## src/rtl/bp_pkg.sv

```systemverilog
// Shared types and helpers for the gshare predictor: FSM states, PHT indexing
// and saturating counter arithmetic.
package bp_pkg;

  typedef enum logic {
    INIT = 1'b0,
    RUN  = 1'b1
  } state_e;

  // Raw gshare hash; callers truncate to the PHT index width.
  function automatic logic [31:0] pht_idx(input logic [31:0] pc, input logic [31:0] ghr);
    return (pc >> 2) ^ ghr;
  endfunction

  // Saturating counter step between 0 and ctr_max.
  function automatic logic [31:0] ctr_next(input logic [31:0] ctr, input logic taken,
                                           input logic [31:0] ctr_max);
    if (taken) return (ctr == ctr_max) ? ctr : ctr + 32'd1;
    return (ctr == 32'd0) ? ctr : ctr - 32'd1;
  endfunction

endpackage

```

## src/rtl/bp_ckpt_queue.sv

```systemverilog
// Circular FIFO of GHR snapshots, one per in-flight branch. Pointers carry an
// extra wrap bit so full and empty are distinguishable.
module bp_ckpt_queue #(
  parameter int unsigned W     = 8,
  parameter int unsigned DEPTH = 4,
  parameter int unsigned ID_W  = 2
) (
  input  logic            clk,
  input  logic            rst,
  input  logic            push,
  input  logic [W-1:0]    push_data,
  input  logic            pop,
  input  logic            clear,
  output logic [W-1:0]    head_data,
  output logic [ID_W-1:0] head_id,
  output logic [ID_W-1:0] tail_id,
  output logic            full,
  output logic            empty
);

  localparam int unsigned PW = ID_W + 1;

  logic [W-1:0]  mem [DEPTH];
  logic [PW-1:0] head;
  logic [PW-1:0] tail;
  logic [PW-1:0] head_next;

  assign head_next = head + PW'(pop);
  assign head_data = mem[head[ID_W-1:0]];
  assign head_id   = head[ID_W-1:0];
  assign tail_id   = tail[ID_W-1:0];
  assign empty     = (head == tail);
  assign full      = (head[ID_W-1:0] == tail[ID_W-1:0]) && (head[ID_W] != tail[ID_W]);

  // Clearing drops everything younger than the popped head.
  always_ff @(posedge clk) begin
    if (rst) begin
      head <= '0;
      tail <= '0;
    end else begin
      head <= head_next;
      if (clear)             tail <= head_next;
      else if (push && !full) tail <= tail + PW'(1);
    end
  end

  always_ff @(posedge clk) begin
    if (push && !full && !clear && !rst) mem[tail[ID_W-1:0]] <= push_data;
  end

endmodule

```

## src/rtl/gshare_predictor_ckpt.sv

```systemverilog
// Gshare direction predictor with per-branch GHR checkpoints for exact history
// restore on mispredict, a post-reset PHT init sweep and a committed GHR for flush.
module gshare_predictor_ckpt
  import bp_pkg::*;
#(
  parameter int unsigned GHR_LEN    = 8,
  parameter int unsigned IDX_W      = 10,
  parameter int unsigned CTR_W      = 2,
  parameter int unsigned CKPT_DEPTH = 4,
  parameter int unsigned ID_W       = $clog2(CKPT_DEPTH)
) (
  input  logic            clk,
  input  logic            rst,
  output logic            ready,
  input  logic [31:0]     pc_f,
  output logic            pred_taken_f,
  input  logic            spec_valid,
  input  logic            spec_taken,
  output logic [ID_W-1:0] spec_id,
  output logic            ckpt_full,
  input  logic            res_valid,
  input  logic [ID_W-1:0] res_id,
  input  logic [31:0]     res_pc,
  input  logic            res_taken,
  input  logic            res_mispred,
  input  logic            flush,
  output logic            order_err
);

  localparam int unsigned PHT_N    = 2 ** IDX_W;
  localparam int unsigned CTR_MAX  = (2 ** CTR_W) - 1;
  localparam int unsigned INIT_CTR = 2 ** (CTR_W - 1);

  state_e state;
  state_e state_next;

  logic [IDX_W-1:0]   sweep_cnt;
  logic [GHR_LEN-1:0] spec_ghr;
  logic [GHR_LEN-1:0] arch_ghr;
  logic [GHR_LEN-1:0] spec_ghr_next;
  logic [GHR_LEN-1:0] arch_ghr_next;
  logic [GHR_LEN-1:0] ckpt_ghr;
  logic [CTR_W-1:0]   pht [PHT_N];

  logic [IDX_W-1:0] f_idx;
  logic [IDX_W-1:0] upd_idx;
  logic [IDX_W-1:0] wr_idx;
  logic [CTR_W-1:0] upd_ctr;
  logic [CTR_W-1:0] wr_data;
  logic             wr_en;
  logic             q_push;
  logic             q_pop;
  logic             q_clear;
  logic             q_full;
  logic             q_empty;
  logic             err_set;
  logic [ID_W-1:0]  head_id;
  logic [ID_W-1:0]  tail_id;

  bp_ckpt_queue #(
    .W    (GHR_LEN),
    .DEPTH(CKPT_DEPTH),
    .ID_W (ID_W)
  ) u_ckpt_queue (
    .clk      (clk),
    .rst      (rst),
    .push     (q_push),
    .push_data(spec_ghr),
    .pop      (q_pop),
    .clear    (q_clear),
    .head_data(ckpt_ghr),
    .head_id  (head_id),
    .tail_id  (tail_id),
    .full     (q_full),
    .empty    (q_empty)
  );

  assign f_idx        = IDX_W'(pht_idx(pc_f, 32'(spec_ghr)));
  assign upd_idx      = IDX_W'(pht_idx(res_pc, 32'(ckpt_ghr)));
  assign upd_ctr      = CTR_W'(ctr_next(32'(pht[upd_idx]), res_taken, 32'(CTR_MAX)));
  assign pred_taken_f = ready & pht[f_idx][CTR_W-1];
  assign spec_id      = tail_id;
  assign ckpt_full    = q_full;

  always_ff @(posedge clk) begin
    if (rst) state <= INIT;
    else     state <= state_next;
  end

  always_comb begin
    state_next = state;
    case (state)
      INIT:    if (sweep_cnt == IDX_W'(PHT_N - 1)) state_next = RUN;
      RUN:     state_next = RUN;
      default: state_next = INIT;
    endcase
  end

  // Sweep writes in INIT; in RUN a resolve drives the PHT, queue and histories.
  always_comb begin
    wr_en         = 1'b0;
    wr_idx        = sweep_cnt;
    wr_data       = CTR_W'(INIT_CTR);
    q_push        = 1'b0;
    q_pop         = 1'b0;
    q_clear       = 1'b0;
    err_set       = 1'b0;
    arch_ghr_next = arch_ghr;
    spec_ghr_next = spec_ghr;
    case (state)
      INIT: wr_en = 1'b1;
      RUN: begin
        wr_en   = res_valid;
        wr_idx  = upd_idx;
        wr_data = upd_ctr;
        q_pop   = res_valid & ~q_empty;
        q_clear = flush | (res_valid & res_mispred);
        q_push  = spec_valid & ~q_full & ~q_clear;
        err_set = res_valid & (q_empty | (res_id != head_id));
        if (res_valid) arch_ghr_next = GHR_LEN'({arch_ghr, res_taken});
        if (flush)                          spec_ghr_next = arch_ghr_next;
        else if (res_valid && res_mispred)  spec_ghr_next = GHR_LEN'({ckpt_ghr, res_taken});
        else if (q_push)                    spec_ghr_next = GHR_LEN'({spec_ghr, spec_taken});
      end
      default: ;
    endcase
  end

  always_ff @(posedge clk) begin
    if (rst) begin
      sweep_cnt <= '0;
      spec_ghr  <= '0;
      arch_ghr  <= '0;
      ready     <= 1'b0;
      order_err <= 1'b0;
    end else begin
      if (state == INIT) sweep_cnt <= sweep_cnt + IDX_W'(1);
      spec_ghr <= spec_ghr_next;
      arch_ghr <= arch_ghr_next;
      ready    <= (state_next == RUN);
      if (err_set) order_err <= 1'b1;
    end
  end

  always_ff @(posedge clk) begin
    if (wr_en && !rst) pht[wr_idx] <= wr_data;
  end

endmodule
```

## config.mk

```make
export PLATFORM = sky130hd
export DESIGN_NAME = gshare_predictor_ckpt
export DESIGN_NICKNAME = d
export VERILOG_FILES = /design/src/rtl/bp_pkg.sv /design/src/rtl/bp_ckpt_queue.sv /design/src/rtl/gshare_predictor_ckpt.sv
export SDC_FILE = /design/constraint.sdc
export NUM_CORES = 2
export LEC_CHECK = 0
export CORE_MARGIN = 5
export CORE_UTILIZATION = 40
export CTS_BUF_LIST = sky130_fd_sc_hd__clkbuf_4 sky130_fd_sc_hd__clkbuf_8
export CTS_CLUSTER_SIZE = 16
export DETAILED_ROUTE_END_ITERATION = 10
export PLACE_DENSITY = 0.57
export SLEW_MARGIN = 20
export SYNTH_ARGS = -nofsm -noshare
export SYNTH_HDL_FRONTEND = slang
export SYNTH_SLANG_ARGS = --single-unit
```

## constraint.sdc

```tcl
create_clock -name clk -period 56.8 [get_ports clk]
set_input_delay 8.52 -clock clk [delete_from_list [all_inputs] [get_ports clk]]
set_output_delay 8.52 -clock clk [all_outputs]
set_load 0.05 [all_outputs]
```

[Word level (Yosys, flattened, before mapping)]
Memory sizes are Yosys's and may differ from the RTL's. A register that Yosys moved wholly into a read port is not among the register bits.
Index checks and enable logic that the tools add are counted.
Operators by class
  bitwise gates (word level): 14
  equality and inequality tests: 6
  mux-type cells: 25
  add/sub/neg operators: 5
  reduce and logical (&&, ||, !) cells: 13
Operators with widths (count)
  $mux W8: 4
  $xor A10 B8 Y10: 2
  $mux W2: 6
  $add A10 B1 Y10 const B: 1
  $eq A10 B10 Y1 const B: 1
  $mux W1: 10
  $mux W10: 1
  $and A1 B1 Y1: 6
  $logic_and A1 B1 Y1: 6
  $mux W3: 2
  $not A1 Y1: 4
  $pmux W1 S2: 2
  $add A3 B1 Y3: 1
  $add A3 B1 Y3 const B: 1
  $eq A3 B3 Y1: 1
  $logic_not A1 Y1: 3
  $reduce_bool A3 Y1: 1
  $add A2 B1 Y2 const B: 1
  $eq A2 B2 Y1: 1
  $eq A2 B2 Y1 const B: 1
  $logic_not A2 Y1: 1
  $ne A2 B2 Y1: 1
  $or A1 B1 Y1: 2
  $reduce_and A2 Y1: 1
  3 further kinds: 3
Storage, ports and cells
  flip-flop bits (word level): 34
  word-level logic and storage cells: 72
  memories: 2
  memory bits (writable): 2080
  output and inout bits: 6
  input bits: 74
Memories
  pht: words 1024, width 2, rd ports 2, clocked after memory_dff 0, wr ports 1, line gshare_predictor_ckpt.sv:43  | logic [CTR_W-1:0] pht [PHT_N];
  u_ckpt_queue.mem: words 4, width 8, rd ports 1, clocked after memory_dff 1, wr ports 1, line bp_ckpt_queue.sv:23  | logic [W-1:0] mem [DEPTH];

[Longest topological paths before layout]
  depth in word-level cells: 11
  depth in mapped cells: 17
  depth with buffers taken out: 11

[Modules after synthesis]
Synthesis repeated with hierarchy kept, for this count alone.
Second synthesis, totals
  cell total of the unflattened synthesis: 7394
  area total of the unflattened synthesis: 94943.6 um2
By module, submodules not included
  gshare_predictor_ckpt: instances 1, area each 93283.2 um2, cells each 7304, seq. area each 62059.5 um2
  bp_ckpt_queue: instances 1, area each 1660.3 um2, cells each 90, seq. area each 1081.0 um2

[Worst setup path after synthesis]
OpenSTA, ideal clock, no wires.
  path kind: input to register
  start point: input res_pc[2]
  end point: memory pht[0][0] (data pin)
  required time: 51.079 ns
  cell stages on the path: 12
  setup slack: 12.976 ns
  library setup time: 5.721 ns
  arrival time: 38.103 ns
  buffers on the path: 4
  cells stage by stage: xor2_4 buf_6 buf_4 buf_4 buf_2 nand2_1 a311oi_1 a311oi_1 o32ai_1 nor4bb_1 o31ai_1 o22ai_1
On the way
  longest elaborated chain between the ends: 7
  elaborated cells on any way between the ends: 11
  those cells by class: 2 x add/sub; 1 x eq/ne; 5 x mux; 1 x bitwise; 1 x reduce/logical; 1 x memory
Ends and longest elaborated chain
  from (decl): line gshare_predictor_ckpt.sv:23  | input logic [31:0] res_pc,
  $xor A10 B8 Y10 (*): line bp_pkg.sv:12  | return (pc >> 2) ^ ghr;
  $mem_v2 Z1024 W2 (*)
  $add A2 B1 Y2 / $eq A2 B2 Y1 (equally long branches): line bp_pkg.sv:18  | if (taken) return (ctr == ctr_max) ? ctr : ctr + 32'd1;
  $mux W2 (2 in a row): line bp_pkg.sv:18
  $mux W2 (*): line bp_pkg.sv:19  | return (ctr == 32'd0) ? ctr : ctr - 32'd1;
  $mux W2 (*): line gshare_predictor_ckpt.sv:110  | case (state)
  net wr_data[0]: line gshare_predictor_ckpt.sv:49  | logic [CTR_W-1:0] wr_data;
  to (decl): line gshare_predictor_ckpt.sv:43
Mark *: on every way through the listed nets, which the timed path passes. The rest lies on a longest branch. The select of a mux whose other input is x is not followed.

[Worst setup path after layout]
  start point: input pc_f[2]
  end point: output pred_taken_f
On the way
  longest elaborated chain between the ends: 3
Ends and longest elaborated chain
  from (decl): line gshare_predictor_ckpt.sv:15  | input logic [31:0] pc_f,
  $xor A10 B8 Y10: line bp_pkg.sv:12
  $mem_v2 Z1024 W2
  $and A1 B1 Y1: line gshare_predictor_ckpt.sv:81  | assign pred_taken_f = ready & pht[f_idx][CTR_W-1];
  to (decl): line gshare_predictor_ckpt.sv:16  | output logic pred_taken_f,
Every way passes these cells.

==> results_dict.tcl <==
set metrics [dict create \
    grt_start_max_net_pins 255 \
    final_max_slew_viol_count 0 \
    synthAdderAreaFrac_pct 0.09071 \
    synth_top_family_by_area "simple AND/OR/NAND/NOR gates" \
    cts-hold-fix-buffers 0 \
    synthCells 7642 \
    yosysSeqAreaShare_pct 65.39 \
    wirelength_um 361400 \
    ir_drop_mv 0.02351 \
    cts-root-buf "clkbuf_8" \
    viasPerCell 6.234 \
    vias 69360 \
    worstSetupPathType "in2out" \
    yosysUniqueCellTypes 65 \
    post_cts_buffers 0 \
    rows 180 \
    cts_tree "done" \
    route.detailed.drc 0 \
    synth-seq-cells 2114 \
    cts_resized 0 \
    setup_violations 0 \
    gp_congestion 0.8791 \
    reg2regPathDepth 18 \
    grt_pass1_vias 65690 \
    worstPathMaxFanout 35 \
    syn_area_per_cell_um2 12.63 \
    synth_ff_type "edfxtp_1" \
    grt_pass1_wl_um 499300 \
    cts_buffer_depth 4 \
    arrival_ps 16140 \
    min_from "arch_ghr[7]$_SDFFE_PP0P_" \
    tightest_slew_ps 1267 \
    h-tree-depth 5 \
    final_layout_size_suffix_gt1_share_pct 15.76 \
    rsz0062_at_grt "no" \
    synth.area.mux_share_pct 11.99 \
    hold_class "reg2reg" \
    synth_nets 7723 \
    yosys.area_share.simple_pct 16.07 \
    wire_per_inst_um 32.48 \
    whs_path_depth 2 \
    status "finished, final reports clean" \
    timing.rr.start "u_ckpt_queue.head[0]$_SDFF_PP0_" \
    async_flop_share_pct 0 \
    die_w_um 501.3 \
    area_growth_pct 11.25 \
    initial_core_util_pct 40.18 \
    first_pass_iters 9 \
    detail-route-antenna-nets 0 \
    drt_iter0_drc 10730 \
    core_mm2 0.2403 \
    min_to "arch_ghr[7]$_SDFFE_PP0P_" \
    setup_tns_ps 0 \
    die_area_mm2 0.2513 \
    antenna_found_initial 33 \
    min_period_ps 24660 \
    grt_overflow_total 0 \
    cp-end-kind "output port" \
    leakagePower_uw 0.03531 \
    synth_edf_count 2080 \
    period_share_pct 43.42 \
    io_buffers 35 \
    r2r_end "pht[279][0]$_DFFE_PP_" \
    max_cap_viol_count 0 \
    dp_hpwl_um 199600 \
    clock.fmax_ghz 0.04055 \
    p_per_area_mw_per_mm2 30.31 \
    synth_xor_xnor_area_share_pct 0.4030 \
    synth_warnings 0 \
    die_h_um 501.3 \
    total_power_uw 3255 \
    cts_buffers 358 \
    hold_viol_final 0 \
    num-nets-final 7716 \
    worstPathRequired_ps 48280 \
    clock-sinks 2114 \
    synth-compound-area-share_pct 3.133 \
    rrSetupSlack_ps 45860 \
    synth.cell_area_mm2 0.09656 \
    grtUsageTotal_pct 28.03 \
    relSlewSlack_pct 15.34 \
    clk_pin_slew_ps 60 \
    cp-start-kind "input pin" \
    io_pins 80 \
    finClkSkew_ps 110.4 \
    clock_latency_ps 1130 \
]
critical path, stage by stage:
cell	delay (ps)
clkdlybuf4s50_1	560
xor2_4	150
buf_4	590
buf_4	810
buf_4	690
buf_4	710
mux4_2	600
mux4_2	520
mux4_2	600
mux4_2	500
mux2i_1	650
a211oi_1	310
clkdlybuf4s50_1	770
report_power, final:
part           switching [µW]  internal [µW]  total (µW)
Sequential              0.395           1690        1690
Clock                     631            705        1340
Combinational             163           69.4         232
how the worst max path moves through the flow:
stage	from	to	slack, ps
2_1_floorplan	res_pc[2]	pht[0][0]$_DFFE_PP_	12980
3_3_place_gp	pc_f[2]	pred_taken_f	32080
3_5_place_dp	pc_f[2]	pred_taken_f	32110
4_1_cts	pc_f[2]	pred_taken_f	32080
5_1_grt	pc_f[2]	pred_taken_f	31880
6_report	pc_f[2]	pred_taken_f	32140
metrics by stage:
step                area (µm²)  worst slack (ps)  utilization, %  cells  hold WS [ps]
finish                  107400             32140           44.70  11130         466.7
global route            107300             31880           44.66  11090         498.0
CTS                     107200             32080           44.62  11080         463.4
global placement        100400             32080           41.79  10460         444.6
floorplan                96560             12980               -   7642         436.5
detailed placement      100500             32110           41.82  10460         455.6
final cells by class:
| type | count | area [µm²] |
|---|---|---|
| inverters | 11 | 41.29 |
| repair buffers | 238 | 2138 |
| flip-flops and latches | 2114 | 63140 |
| clock inverters | 147 | 817.0 |
| multi-input cells | 4912 | 31280 |
| diodes | 41 | 102.6 |
| clock buffers | 478 | 5909 |
| well taps | 3185 | 3985 |
| fillers | 21610 | 132900 |
synthesized netlist by cell type, drive strengths merged (7+ instances only):
cell type / instances / area, µm²
nor3: 16 / 80.08
nor4: 31 / 193.9
o21ai: 28 / 140.1
nand2: 1629 / 6115
xnor2: 19 / 196.4
clkbuf: 280 / 1051
nand4: 50 / 312.8
o22ai: 15 / 93.84
and3: 64 / 400.4
and2: 7 / 43.79
mux2i: 284 / 2843
a21oi: 150 / 750.7
nor2: 1144 / 4304
a211oi: 13 / 97.59
buf: 325 / 1719
a22oi: 31 / 232.7
o2111ai: 7 / 61.31
nand3: 773 / 3869
a31oi: 73 / 456.7
xor2: 19 / 192.7
a311oi: 53 / 464.2
nor2b: 8 / 50.05
a221oi: 9 / 78.83
edfxtp: 2080 / 62460
a32oi: 23 / 201.4
ha: 7 / 87.58
inv: 10 / 37.54
a41oi: 7 / 61.31
o31ai: 7 / 52.55
mux4: 388 / 8738
dfxtp: 34 / 680.7
cell usage in the layout, fill, tap and decap left out, types with 8 or more instances in the layout:
master	count
nor2b_1	8
inv_1	10
nand2_4	28
mux2i_1	284
buf_12	16
a22oi_1	30
nor2_1	1112
clkbuf_8	371
nor3_1	14
a32oi_1	23
buf_4	183
xor2_4	8
clkdlybuf4s50_1	35
a211oi_1	11
a311oi_1	53
clkinv_1	87
a31oi_1	73
nand2_1	1574
diode_2	41
nand3_1	771
clkbuf_4	107
and3_1	64
clkinv_2	50
nor2_2	20
xnor2_1	11
xor2_1	11
o22ai_1	14
mux4_2	388
a221oi_1	9
nand4_1	50
nor2_4	12
nand2_2	27
a21oi_1	150
o21ai_0	25
dfxtp_1	34
edfxtp_1	2080
nor4_1	29
routing by layer:
metal  track usage [%]  vias to the layer above  routed length, µm
met5            0.4438                        -                255
met4             16.32                       16              21820
met3             8.295                      932              48060
met2             41.37                     5143             159700
met1             36.82                    35020             131500
li1                  -                    28250                  -
kinds of logic (layout without fill, tap and decap cells):
group,count (synthesis),count (layout)
mux,672,672
flops,2114,2114
simple gates,3742,3742
other cells,0,41
xor+xnor,38,38
fa+ha+maj,7,7
compound gates,453,453
buf+inv,616,874
state kept, by name, summed over array words and instances, names as in the netlist:
register and count:
u_ckpt_queue.mem 32, pht 2048, spec_ghr 8, arch_ghr 8, u_ckpt_queue.head 3, order_err 1, sweep_cnt 10, ready 1
u_ckpt_queue.tail 3
No activity file was read; power rests on OpenSTA's default activity.
